$ cat config.mk
export PLATFORM = sky130hd
export DESIGN_NAME = cb_wr_align
export DESIGN_NICKNAME = d
export VERILOG_FILES = /design/src/rtl/cb_wr_align.sv
export SDC_FILE = /design/constraint.sdc
export NUM_CORES = 1
export LEC_CHECK = 0
export ABC_AREA = 1
export CORE_AREA = 3 3 224 226
export CTS_BUF_LIST = sky130_fd_sc_hd__clkbuf_4 sky130_fd_sc_hd__clkbuf_8 sky130_fd_sc_hd__clkbuf_16
export DETAILED_ROUTE_END_ITERATION = 16
export DIE_AREA = 0 0 227 229
export DONT_BUFFER_PORTS = 1
export HOLD_SLACK_MARGIN = 0.06
export RECOVER_POWER = 50
export SETUP_SLACK_MARGIN = 0.4
export SYNTH_ARGS = -nofsm -noshare
export SYNTH_HDL_FRONTEND = slang
export SYNTH_SLANG_ARGS = --single-unit
$ cat constraint.sdc
create_clock -name clk -period 2.7 [get_ports clk]
set_input_delay 0.27 -clock clk [delete_from_list [all_inputs] [get_ports clk]]
set_output_delay 0.27 -clock clk [all_outputs]
set_load 0.02 [all_outputs]
$ cat src/rtl/cb_wr_align.sv
// De-skews L staggered PE result lanes into aligned words and writes them as
// a burst of consecutive addresses on the CB port B.
module cb_wr_align #(
    parameter int L       = 4,
    parameter int CB_AW   = 19,
    parameter int CB_DW   = 64,
    parameter int ROW_LEN = 10
) (
    input  logic                 clk,
    input  logic                 sys_rst,
    input  logic                 start,
    input  logic [ROW_LEN-1:0]   len,
    input  logic [CB_AW-1:0]     base_addr,
    input  logic [L-1:0]         din_valid,
    input  logic [CB_DW*L-1:0]   din,
    output logic                 CB_enb,
    output logic [L-1:0]         CB_web,
    output logic [CB_AW-1:0]     CB_addrb,
    output logic [CB_DW*L-1:0]   CB_dinb,
    output logic                 busy,
    output logic                 done,
    output logic                 skew_err
);

    typedef enum logic [1:0] {S_IDLE, S_RUN, S_DONE} state_t;

    logic [L-1:0]       a_valid;
    logic [CB_DW*L-1:0] a_data;

    // Lane i sits behind L-1-i stages so every lane lines up with lane 0.
    for (genvar i = 0; i < L - 1; i++) begin : g_lane
        localparam int D = L - 1 - i;
        logic [CB_DW:0] dl_q [D];
        logic [CB_DW:0] dl_d [D];

        always_comb begin
            dl_d[0] = {din_valid[i], din[CB_DW*i +: CB_DW]};
            for (int j = 1; j < D; j++) begin
                dl_d[j] = dl_q[j-1];
            end
        end

        always_ff @(posedge clk) begin
            if (sys_rst) begin
                for (int j = 0; j < D; j++) begin
                    dl_q[j] <= '0;
                end
            end else begin
                for (int j = 0; j < D; j++) begin
                    dl_q[j] <= dl_d[j];
                end
            end
        end

        assign a_valid[i]                = dl_q[D-1][CB_DW];
        assign a_data[CB_DW*i +: CB_DW]  = dl_q[D-1][CB_DW-1:0];
    end

    assign a_valid[L-1]                  = din_valid[L-1];
    assign a_data[CB_DW*(L-1) +: CB_DW]  = din[CB_DW*(L-1) +: CB_DW];

    state_t             state_q, state_d;
    logic [ROW_LEN-1:0] len_q, len_d;
    logic [CB_AW-1:0]   base_q, base_d;
    logic [ROW_LEN-1:0] k_q, k_d;
    logic               last_q, last_d;
    logic               enb_q, enb_d;
    logic [L-1:0]       web_q, web_d;
    logic [CB_AW-1:0]   addr_q, addr_d;
    logic [CB_DW*L-1:0] dinb_q, dinb_d;
    logic               busy_q, busy_d;
    logic               done_q, done_d;
    logic               err_q, err_d;
    logic               accept;
    logic               wr;

    // last_q marks that the final word has been issued; the burst retires the cycle after it.
    always_comb begin
        state_d = state_q;
        len_d   = len_q;
        base_d  = base_q;
        k_d     = k_q;
        last_d  = 1'b0;
        accept  = (state_q == S_IDLE) && start;
        wr      = (state_q == S_RUN) && !last_q && a_valid[0];
        enb_d   = wr;
        web_d   = wr ? a_valid : '0;
        addr_d  = wr ? base_q + CB_AW'(k_q) : '0;
        dinb_d  = wr ? a_data : '0;
        err_d   = (accept ? 1'b0 : err_q)
                | ((|a_valid[L-1:1]) && !a_valid[0])
                | (a_valid[0] && !wr);
        case (state_q)
            S_IDLE: begin
                if (start) begin
                    len_d   = len;
                    base_d  = base_addr;
                    k_d     = '0;
                    state_d = (len == '0) ? S_DONE : S_RUN;
                end
            end
            S_RUN: begin
                if (last_q) begin
                    state_d = S_DONE;
                end else if (wr) begin
                    k_d    = k_q + ROW_LEN'(1);
                    last_d = (k_q == len_q - ROW_LEN'(1));
                end
            end
            S_DONE:  state_d = S_IDLE;
            default: state_d = S_IDLE;
        endcase
        busy_d = (state_d != S_IDLE);
        done_d = (state_d == S_DONE);
    end

    always_ff @(posedge clk) begin
        if (sys_rst) begin
            state_q <= S_IDLE;
            len_q   <= '0;
            base_q  <= '0;
            k_q     <= '0;
            last_q  <= 1'b0;
            enb_q   <= 1'b0;
            web_q   <= '0;
            addr_q  <= '0;
            dinb_q  <= '0;
            busy_q  <= 1'b0;
            done_q  <= 1'b0;
            err_q   <= 1'b0;
        end else begin
            state_q <= state_d;
            len_q   <= len_d;
            base_q  <= base_d;
            k_q     <= k_d;
            last_q  <= last_d;
            enb_q   <= enb_d;
            web_q   <= web_d;
            addr_q  <= addr_d;
            dinb_q  <= dinb_d;
            busy_q  <= busy_d;
            done_q  <= done_d;
            err_q   <= err_d;
        end
    end

    assign CB_enb   = enb_q;
    assign CB_web   = web_q;
    assign CB_addrb = addr_q;
    assign CB_dinb  = dinb_q;
    assign busy     = busy_q;
    assign done     = done_q;
    assign skew_err = err_q;

endmodule

==> out/summary.md, run 1 <==
Fill cells in the final layout number 3754. The tool flagged a number of max-cap violations equal to 0. Routability-driven placement finished with a final weighted congestion of 0.8890. The fraction of the mapped netlist area in compound gates was 0.01983.

The run gives 0 as the final-report hold violation count. The sum of overflow across all layers after global routing came out at 0. The detailed router put a total of 21160 um of wire on met1. In the post-synthesis netlist, the biggest area contributors are sky130_fd_sc_hd__dfxtp_1, sky130_fd_sc_hd__nor2_1, sky130_fd_sc_hd__inv_1, sky130_fd_sc_hd__nand2_1, sky130_fd_sc_hd__buf_2. The post-synthesis cell area was 21710 um2.

For the worst-skew pair, the clock arrives at the later sink with an insertion delay of 0.59 ns. STA classifies the critical path startpoint as a flip-flop. The biggest fanout along the worst timing path is 46, and the leakage dissipation is 14.26 nW. Each instance of the synthesized netlist takes up on average 8.513 um2.

The final layout contains 3403 nets. Relative to the synthesized area, the layout overhead comes to 38.84%. The run gives 0.4472 as the starting utilization of the core area. In this run the deepest clock path goes through 3 buffers.

Synthesis produced 2550 cells. The routed design could run at a clock period as short as 2.095 ns. The most instantiated flip-flop cell in the synthesis netlist was sky130_fd_sc_hd__dfxtp_1.

The number of cell rows is 81. The cell taking the most area after synthesis was sky130_fd_sc_hd__dfxtp_1. The detailed router placed 16.66k vias in this run.

Detailed routing placed a total of 4985 um of wire on met3. The multiplexer fraction of the synthesized cell area is 0. The core area was 48550 um2; the synthesized netlist net count was 2855. The slew at the pin with the worst max-slew slack was 0.5749 ns; the number of buffers created by CTS was 72.

The final worst clock skew was 0.01963 ns; the area share of the leading cell type in the synthesized netlist was 0.6594. For the max-slew violation count, the log shows 0. The area share of xor/xnor cells in the synthesized design was 0.004669. Largest family of logic cells by synthesized area: simple AND/OR/NAND/NOR gates. After detailed routing, the number of vias per cell comes to 4.410.

The HPWL after detailed placement is 35880 um. The flow ran to the end, and the final reports show no timing, DRC or antenna violations. Once the clock tree was built, the setup fixing pass inserted 0 buffers. OpenSTA, run right after detailed placement, puts the worst setup slack at 0.6942 ns.

After the first detailed-routing iteration, the DRC count stood at 686. The most frequent cell after synthesis was sky130_fd_sc_hd__nor2_1. The proportion of synthesized flip-flops having asynchronous set or reset works out to 0. The uppermost signal routing layer after detailed routing was met5. Setup repair after global routing left no endpoint under its margin.

STA classifies the critical path endpoint as a flip-flop. The number of H-tree branching levels is 3. STA puts the critical path data required time at 3.17 ns.

The post-route DRC violation count came out at 0. The number of warnings reported in the yosys synthesis log is 0, and the overall track demand over capacity in global routing is 0.2256. Total placed cells including tap cells: 3093. The tools report the fmax as 477.2 MHz. TritonCTS built the clock tree.

The adder and majority cell fraction of the synthesized area works out to 0.007839. The logs give 34 for the unique cell type count in the Yosys netlist and 0.5185 mV for the peak supply drop. The port buffer count is 0. The number of global-route vias before repair came out at 17.33k. The number of hold buffers added after CTS was 553.

Counting flops with a built-in enable in the synthesized netlist gives 0. For the headroom to the max-slew limit, the log shows 0.6167. Hold timing on the final database bottoms out at a slack of 0.2308 ns. The count of placed standard cells in the final layout, fillers left out came out at 3778. After detailed routing, the average wire length per cell comes to 15.96 um. Once the clock tree was built, the resizer swapped 0 gates to a different size.

Counting instances in the post-synthesis netlist gives the leading cell types as sky130_fd_sc_hd__nor2_1, sky130_fd_sc_hd__inv_1, sky130_fd_sc_hd__dfxtp_1, sky130_fd_sc_hd__nand2_1, sky130_fd_sc_hd__buf_2. The die is 227 um wide. The total die area is 51980 um2.

Number of flip-flops and latches in the synthesized netlist: 715. Data arrives at the worst endpoint at 2.57 ns. The first global-routing pass estimated 91340 um of wire. The sequential cell area fraction in the yosys report was 0.6594.

The synthesized-area fraction occupied by and/or/nand/nor cells is 0.1656. The initial antenna violation count was 10; the setup TNS was 0 ns. The wire length on met2 is 30280 um. CTS saw 715 sinks. Entering global routing, the biggest net connects 287 pins. Dividing total power by cell area gives a power density of 736.4 nW/um2. The ratio of final minimum period to clock period is 0.7761, and the worst setup margin is 0.6046 ns. Before antenna repair, the detailed router went through 5 iterations. The logs give 0 for the number of endpoints failing setup at the final stage and 0 for the remaining number of nets flagged by the antenna check after routing. Clock-pin slew was measured on the worst setup and hold paths at 0.06 ns. The worst hold path belongs to the class input pin to flip-flop. The floorplan die height is 229 um. By startpoint and endpoint, the worst setup path is classified as flip-flop to flip-flop.

The share of cells above drive strength 1 was 0.04416. After detailed routing, the total wire length is 60300 um. Clock tree synthesis selected as its root buffer the cell sky130_fd_sc_hd__clkbuf_16. Number of I/O pins: 575.
==> report_power, final <==
part / switching (W) / leakage (nW) / internal, W
Combinational: 0.000545 / 7.22 / 0.000700
Clock: 0.00403 / 1.20 / 0.00592
Sequential: 0.000138 / 5.85 / 0.0109
==> placed cells by master, fill, tap and decap left out, types with 4 or more instances in the layout <==
| master | n |
|---|---|
| sky130_fd_sc_hd__nor2_1 | 735 |
| sky130_fd_sc_hd__clkinv_2 | 11 |
| sky130_fd_sc_hd__a21oi_1 | 45 |
| sky130_fd_sc_hd__dfxtp_1 | 715 |
| sky130_fd_sc_hd__clkbuf_8 | 15 |
| sky130_fd_sc_hd__inv_6 | 4 |
| sky130_fd_sc_hd__nand3_1 | 38 |
| sky130_fd_sc_hd__dlygate4sd3_1 | 552 |
| sky130_fd_sc_hd__nand2_1 | 116 |
| sky130_fd_sc_hd__xor2_1 | 6 |
| sky130_fd_sc_hd__nand4_1 | 9 |
| sky130_fd_sc_hd__clkbuf_4 | 11 |
| sky130_fd_sc_hd__nor3_1 | 10 |
| sky130_fd_sc_hd__ha_1 | 12 |
| sky130_fd_sc_hd__inv_1 | 722 |
| sky130_fd_sc_hd__diode_2 | 8 |
| sky130_fd_sc_hd__bufinv_16 | 5 |
| sky130_fd_sc_hd__o21ai_0 | 33 |
| sky130_fd_sc_hd__clkbuf_16 | 72 |
==> per-layer routing <==
metal / GRT usage / up-vias
li1: - / 8211
met5: 0 / -
met4: 0.1385 / 2
met3: 0.07357 / 199
met2: 0.4114 / 614
met1: 0.2179 / 7634
==> worst max-delay path, stage by stage (launching register included) <==
cell                            delay (ns)
sky130_fd_sc_hd__dfxtp_1              0.34
sky130_fd_sc_hd__inv_1                0.04
sky130_fd_sc_hd__nand3_1              0.08
sky130_fd_sc_hd__buf_4                0.40
sky130_fd_sc_hd__nor2_1               0.10
sky130_fd_sc_hd__nor2_1               0.11
sky130_fd_sc_hd__nor2_1               0.05
sky130_fd_sc_hd__dlygate4sd3_1        0.58
sky130_fd_sc_hd__or2_2                0.28
==> state kept, by name (all words and copies together) (netlist names) <==
register / count
CB_dinb: 256
k_q: 10
state_q: 2
busy: 1
len_q: 10
skew_err: 1
last_q: 1
CB_enb: 1
CB_addrb: 19
base_q: 19
done: 1
CB_web: 4
g_lane.dl_q: 390
==> kinds of logic (layout without fill, tap and decap cells) <==
group / Yosys count / after routing
fa+ha+maj: 13 / 13
buf+inv: 807 / 1405
flops: 715 / 715
xor+xnor: 10 / 10
other cells: 0 / 8
compound gates: 84 / 84
simple gates: 921 / 921
==> worst paths after layout <==
path                                    startpoint                           endpoint  slack [ns]  depth (start not counted)
hold reg to reg   g_lane[1].dl_q[0][38]$_SDFF_PP0_  g_lane[1].dl_q[0][103]$_SDFF_PP0_        0.39                          2
setup reg to reg             state_q[0]$_SDFF_PP0_                    busy$_SDFF_PP0_        0.60                          8
setup / recovery             state_q[0]$_SDFF_PP0_                    busy$_SDFF_PP0_        0.60                          8
hold / removal                             sys_rst               CB_web[3]$_SDFF_PP0_        0.23                          3
==> layout make-up <==
type / count / area, um2 / area share
timing repair buffer: 559 / 5635 / 0.1870
tap: 622 / 778.2 / 0.02582
clock buffer: 98 / 2091 / 0.06937
clock inverter: 26 / 297.8 / 0.009880
antenna: 8 / 20.02 / 0.0006642
sequential: 715 / 14310 / 0.4749
multi-input combinational: 1028 / 4294 / 0.1425
inverter: 722 / 2710 / 0.08992
==> through the flow <==
stage	instance area, um2	power, W	utilization
2_1_floorplan	21710	0.01171	-
3_3_place_gp	22190	0.01177	0.4571
3_5_place_dp	22190	0.01179	0.4571
4_1_cts	30130	0.02231	0.6207
5_1_grt	30140	0.02301	0.6208
6_report	30140	0.02220	0.6209
Note: power is estimated with default switching activity, not from simulation.
==> run 2: changes to the inputs <==
--- a/config.mk
+++ b/config.mk
@@ -6,10 +6,10 @@
 export NUM_CORES = 1
 export LEC_CHECK = 0
 export ABC_AREA = 1
-export CORE_AREA = 3 3 224 226
+export CORE_AREA = 3 3 220 222
 export CTS_BUF_LIST = sky130_fd_sc_hd__clkbuf_4 sky130_fd_sc_hd__clkbuf_8 sky130_fd_sc_hd__clkbuf_16
 export DETAILED_ROUTE_END_ITERATION = 16
-export DIE_AREA = 0 0 227 229
+export DIE_AREA = 0 0 223 225
 export DONT_BUFFER_PORTS = 1
 export HOLD_SLACK_MARGIN = 0.06
 export RECOVER_POWER = 50
==> constraint.sdc (replaced) <==
create_clock -name clk -period 1.9 [get_ports clk]
set_input_delay 0.19 -clock clk [delete_from_list [all_inputs] [get_ports clk]]
set_output_delay 0.19 -clock clk [all_outputs]
set_load 0.02 [all_outputs]
==> run 2 against run 1 <==
Register-to-register slack got worse by 0.40 ns. Design area rose by 5.4%. Utilization rose by 6.2 points. Wire length up 11%. Largest power group unchanged. Critical path depth down 2. Clock power increased by 52%. Clock skew decreased by 0.0064 ns. Highest routed layer unchanged. Hold slack better by 0.017 ns.
==> out/summary.md, run 2 (synthesized netlist as in run 1, its figures left out) <==
The worst setup path is launched from a flip-flop. The clock passes through at most 3 buffers. The tools report the capturing element type of the critical path as a flip-flop.

The most numerous cell type found on the critical path is sky130_fd_sc_hd__nor2_1. The count of placed standard cells in the final layout, fillers left out is 3871. The floorplan die height was 225 um. The global routing met2 resource utilization was 0.4709. For the maximum number of pins on one net before global-route repair, the log shows 328.

Leaving out fill and tap cells, the most frequent cell in the layout is sky130_fd_sc_hd__nor2_1. The cell family contributing the most delay on the critical path is simple AND/OR/NAND/NOR gates. Startpoint of the tightest hold check path: sys_rst. The number of detailed-route iterations in the first pass is 6.

The signal on the critical path passes through nand2_2 -> nor2_1 -> nand3_4 -> buf_12 -> buf_4 -> nor2_1. Dividing the detail-routed wire length by the instance count gives 17.22 um. The worst setup path is of the flip-flop to flip-flop kind. The number of flip-flops under the largest register name came out at 390. The slew at the pin with the worst max-slew slack came out at 0.9521 ns. Shortest period the worst path allows: 1.691 ns. The worst hold path belongs to the class input pin to flip-flop. The hold-critical path depth is 2. Detailed placement finished with a half-perimeter wire length of 37040 um.

IR analysis of the VDD net gives a maximum drop of 1.024 mV. The ratio of final minimum period to clock period is 0.8900, and the post-route DRC violation count is 0. The logs give 0.9449 for the final RePlAce weighted congestion and 0.2506 for the overall track demand over capacity in global routing.

Startpoint of the lowest-slack register-to-register path: state_q[0]$_SDFF_PP0_. The final-stage net count came out at 3505. Measured along the x axis, the die boundary spans 223 um.

The logs give 0.3653 for the headroom to the max-slew limit and 835 for the number of violations reported at the end of detailed-routing iteration 0. TritonCTS built the clock tree. The depth of the worst register-to-register path is 6, and the starting utilization of the core area is 0.4663.

The tools report the met1 capacity usage during global routing as 0.2524. The final instance area was 31780 um2. In this run the count of I/O pins placed on the die edge is 575. The sum of overflow across all layers after global routing is 0, and the core area is 46560 um2. The number of sinks driven by the clock tree came out at 715. Clock-pin slew was measured on the worst setup and hold paths at 0.06 ns. The wire length of the first global-routing pass is 98590 um, and the number of global-route vias before repair is 17.98k. In this run the static leakage power is 15.01 nW.

The root buffer cell chosen for the clock tree is sky130_fd_sc_hd__clkbuf_16. In this run the worst path has a maximum fanout of 47. Once placement completed, the tool counted placed cells totaling 3084. Largest register by flop count: g_lane.dl_q.

The global routing met3 resource utilization is 0.07581. Data on the critical path arrives at its endpoint at 2.21 ns. The run finished with clean final reports.

Using the TritonRoute via totals, the vias-per-cell ratio works out to 4.506. The top cell types in the final layout, fill and taps aside, are sky130_fd_sc_hd__nor2_1, sky130_fd_sc_hd__inv_1, sky130_fd_sc_hd__dfxtp_1, sky130_fd_sc_hd__dlygate4sd3_1, sky130_fd_sc_hd__nand2_1. Max-cap violations in this run came to 0. Most used routing layer: met2. In this design, the stage delay of the slowest critical-path cell is 0.36 ns. The H-tree was split into 3 levels. The remaining number of nets flagged by the antenna check after routing is 0, and the share of cells above drive strength 1 is 0.08873.

For this run, the top clock speed supported by timing is 591.4 MHz. The final-report hold violation count was 0; the max-slew violation count was 0. Data on the critical path is required at its endpoint by 2.42 ns. The worst hold path endpoint is g_lane[1].dl_q[0][72]$_SDFF_PP0_. The slowest stage of the critical path is the sky130_fd_sc_hd__dfxtp_1 cell.

Setup violations remaining at the end of the flow were counted as 0. The endpoint identified for the worst register-to-register timing path is CB_dinb[105]$_SDFF_PP0_. The tools report the total vias in the final route as 17.44k. The total die area came out at 50180 um2. The final worst clock skew is 0.01322 ns. Row generation in the floorplan step produced 79 rows. The tools report the number of buffers created by CTS as 71. The run gives 0.60 ns as the clock latency on the worst-skew pair. The tools report the final routed wirelength across all metal layers as 66670 um. Relative to the synthesized area, the layout overhead comes to 46.37%.

The port buffer count is 0, and the initial antenna violation count is 8. The setup TNS was 0 ns; the post-detailed-placement cell area was 22260 um2. Together, buffers and inverters on the worst path number 2.

Setup repair after global routing could not meet its margin everywhere. Power spread over the standard cell area amounts to 1030 nW/um2. The post-route worst hold slack was 0.2482 ns; the slack of the worst reg-to-reg path was 0.21 ns.
run 2: worst max-delay path by stage:
stage | depth (start not counted) | start | to | slack [ns]
floorplan | 9 | k_q[0]$_SDFFE_PP0P_ | CB_addrb[4]$_SDFF_PP0_ | 0.37
global placement | 8 | k_q[2]$_SDFFE_PP0P_ | CB_addrb[13]$_SDFF_PP0_ | 0.22
detailed placement | 11 | k_q[3]$_SDFFE_PP0P_ | CB_addrb[10]$_SDFF_PP0_ | 0.19
CTS | 10 | base_q[0]$_SDFFE_PP0P_ | CB_addrb[12]$_SDFF_PP0_ | 0.28
global route | 6 | state_q[0]$_SDFF_PP0_ | CB_dinb[105]$_SDFF_PP0_ | 0.13
finish | 6 | state_q[0]$_SDFF_PP0_ | CB_dinb[105]$_SDFF_PP0_ | 0.21
run 2: per-stage QoR:
step | setup slack [ns] | power, W | util
3_5_place_dp | 0.1919 | 0.01675 | 0.4782
5_1_grt | 0.1266 | 0.03375 | 0.6824
4_1_cts | 0.2812 | 0.03263 | 0.6690
3_3_place_gp | 0.2167 | 0.01673 | 0.4782
2_1_floorplan | 0.3655 | 0.01664 | -
6_report | 0.2090 | 0.03274 | 0.6825
run 2: report_power, final:
group / internal, W / leakage, nW / switching (W) / total, W
Combinational: 0.00114 / 7.86 / 0.000858 / 0.00199
Sequential: 0.0154 / 5.86 / 0.000201 / 0.0156
Clock: 0.00926 / 1.29 / 0.00587 / 0.0151
run 2: layout make-up:
class | instances | area [um2]
diodes | 7 | 17.52
clock buffers | 107 | 2233
clock inverters | 23 | 339.1
fillers | 3284 | 14780
inverters | 722 | 2721
multi-input cells | 1028 | 4701
flip-flops and latches | 715 | 14360
well taps | 607 | 759.5
repair buffers | 661 | 6641
repair inverters | 1 | 5.005
run 2: metal layers:
| layer | vias up | wire length, um |
|---|---|---|
| li1 | 8430 | - |
| met1 | 8166 | 23590 |
| met2 | 632 | 35170 |
| met3 | 212 | 4643 |
| met4 | 2 | 3262 |
| met5 | - | 7 |
run 2: repair_timing:
action,4_1_cts,5_1_grt
endpoints found under the setup margin,18,44
cloned,0,4
pin swaps,5,36
hold buffers,609,1
endpoints found under the hold margin,499,4
buffers inserted,6,30
resized for setup,33,96
run 2: worst register-to-register path, delay by kind of cell (launching register included):
| family | cells | cell delay [ns] |
|---|---|---|
| flops | 1 | 0.36 |
| simple gates | 4 | 0.81 |
| buf+inv | 2 | 0.45 |
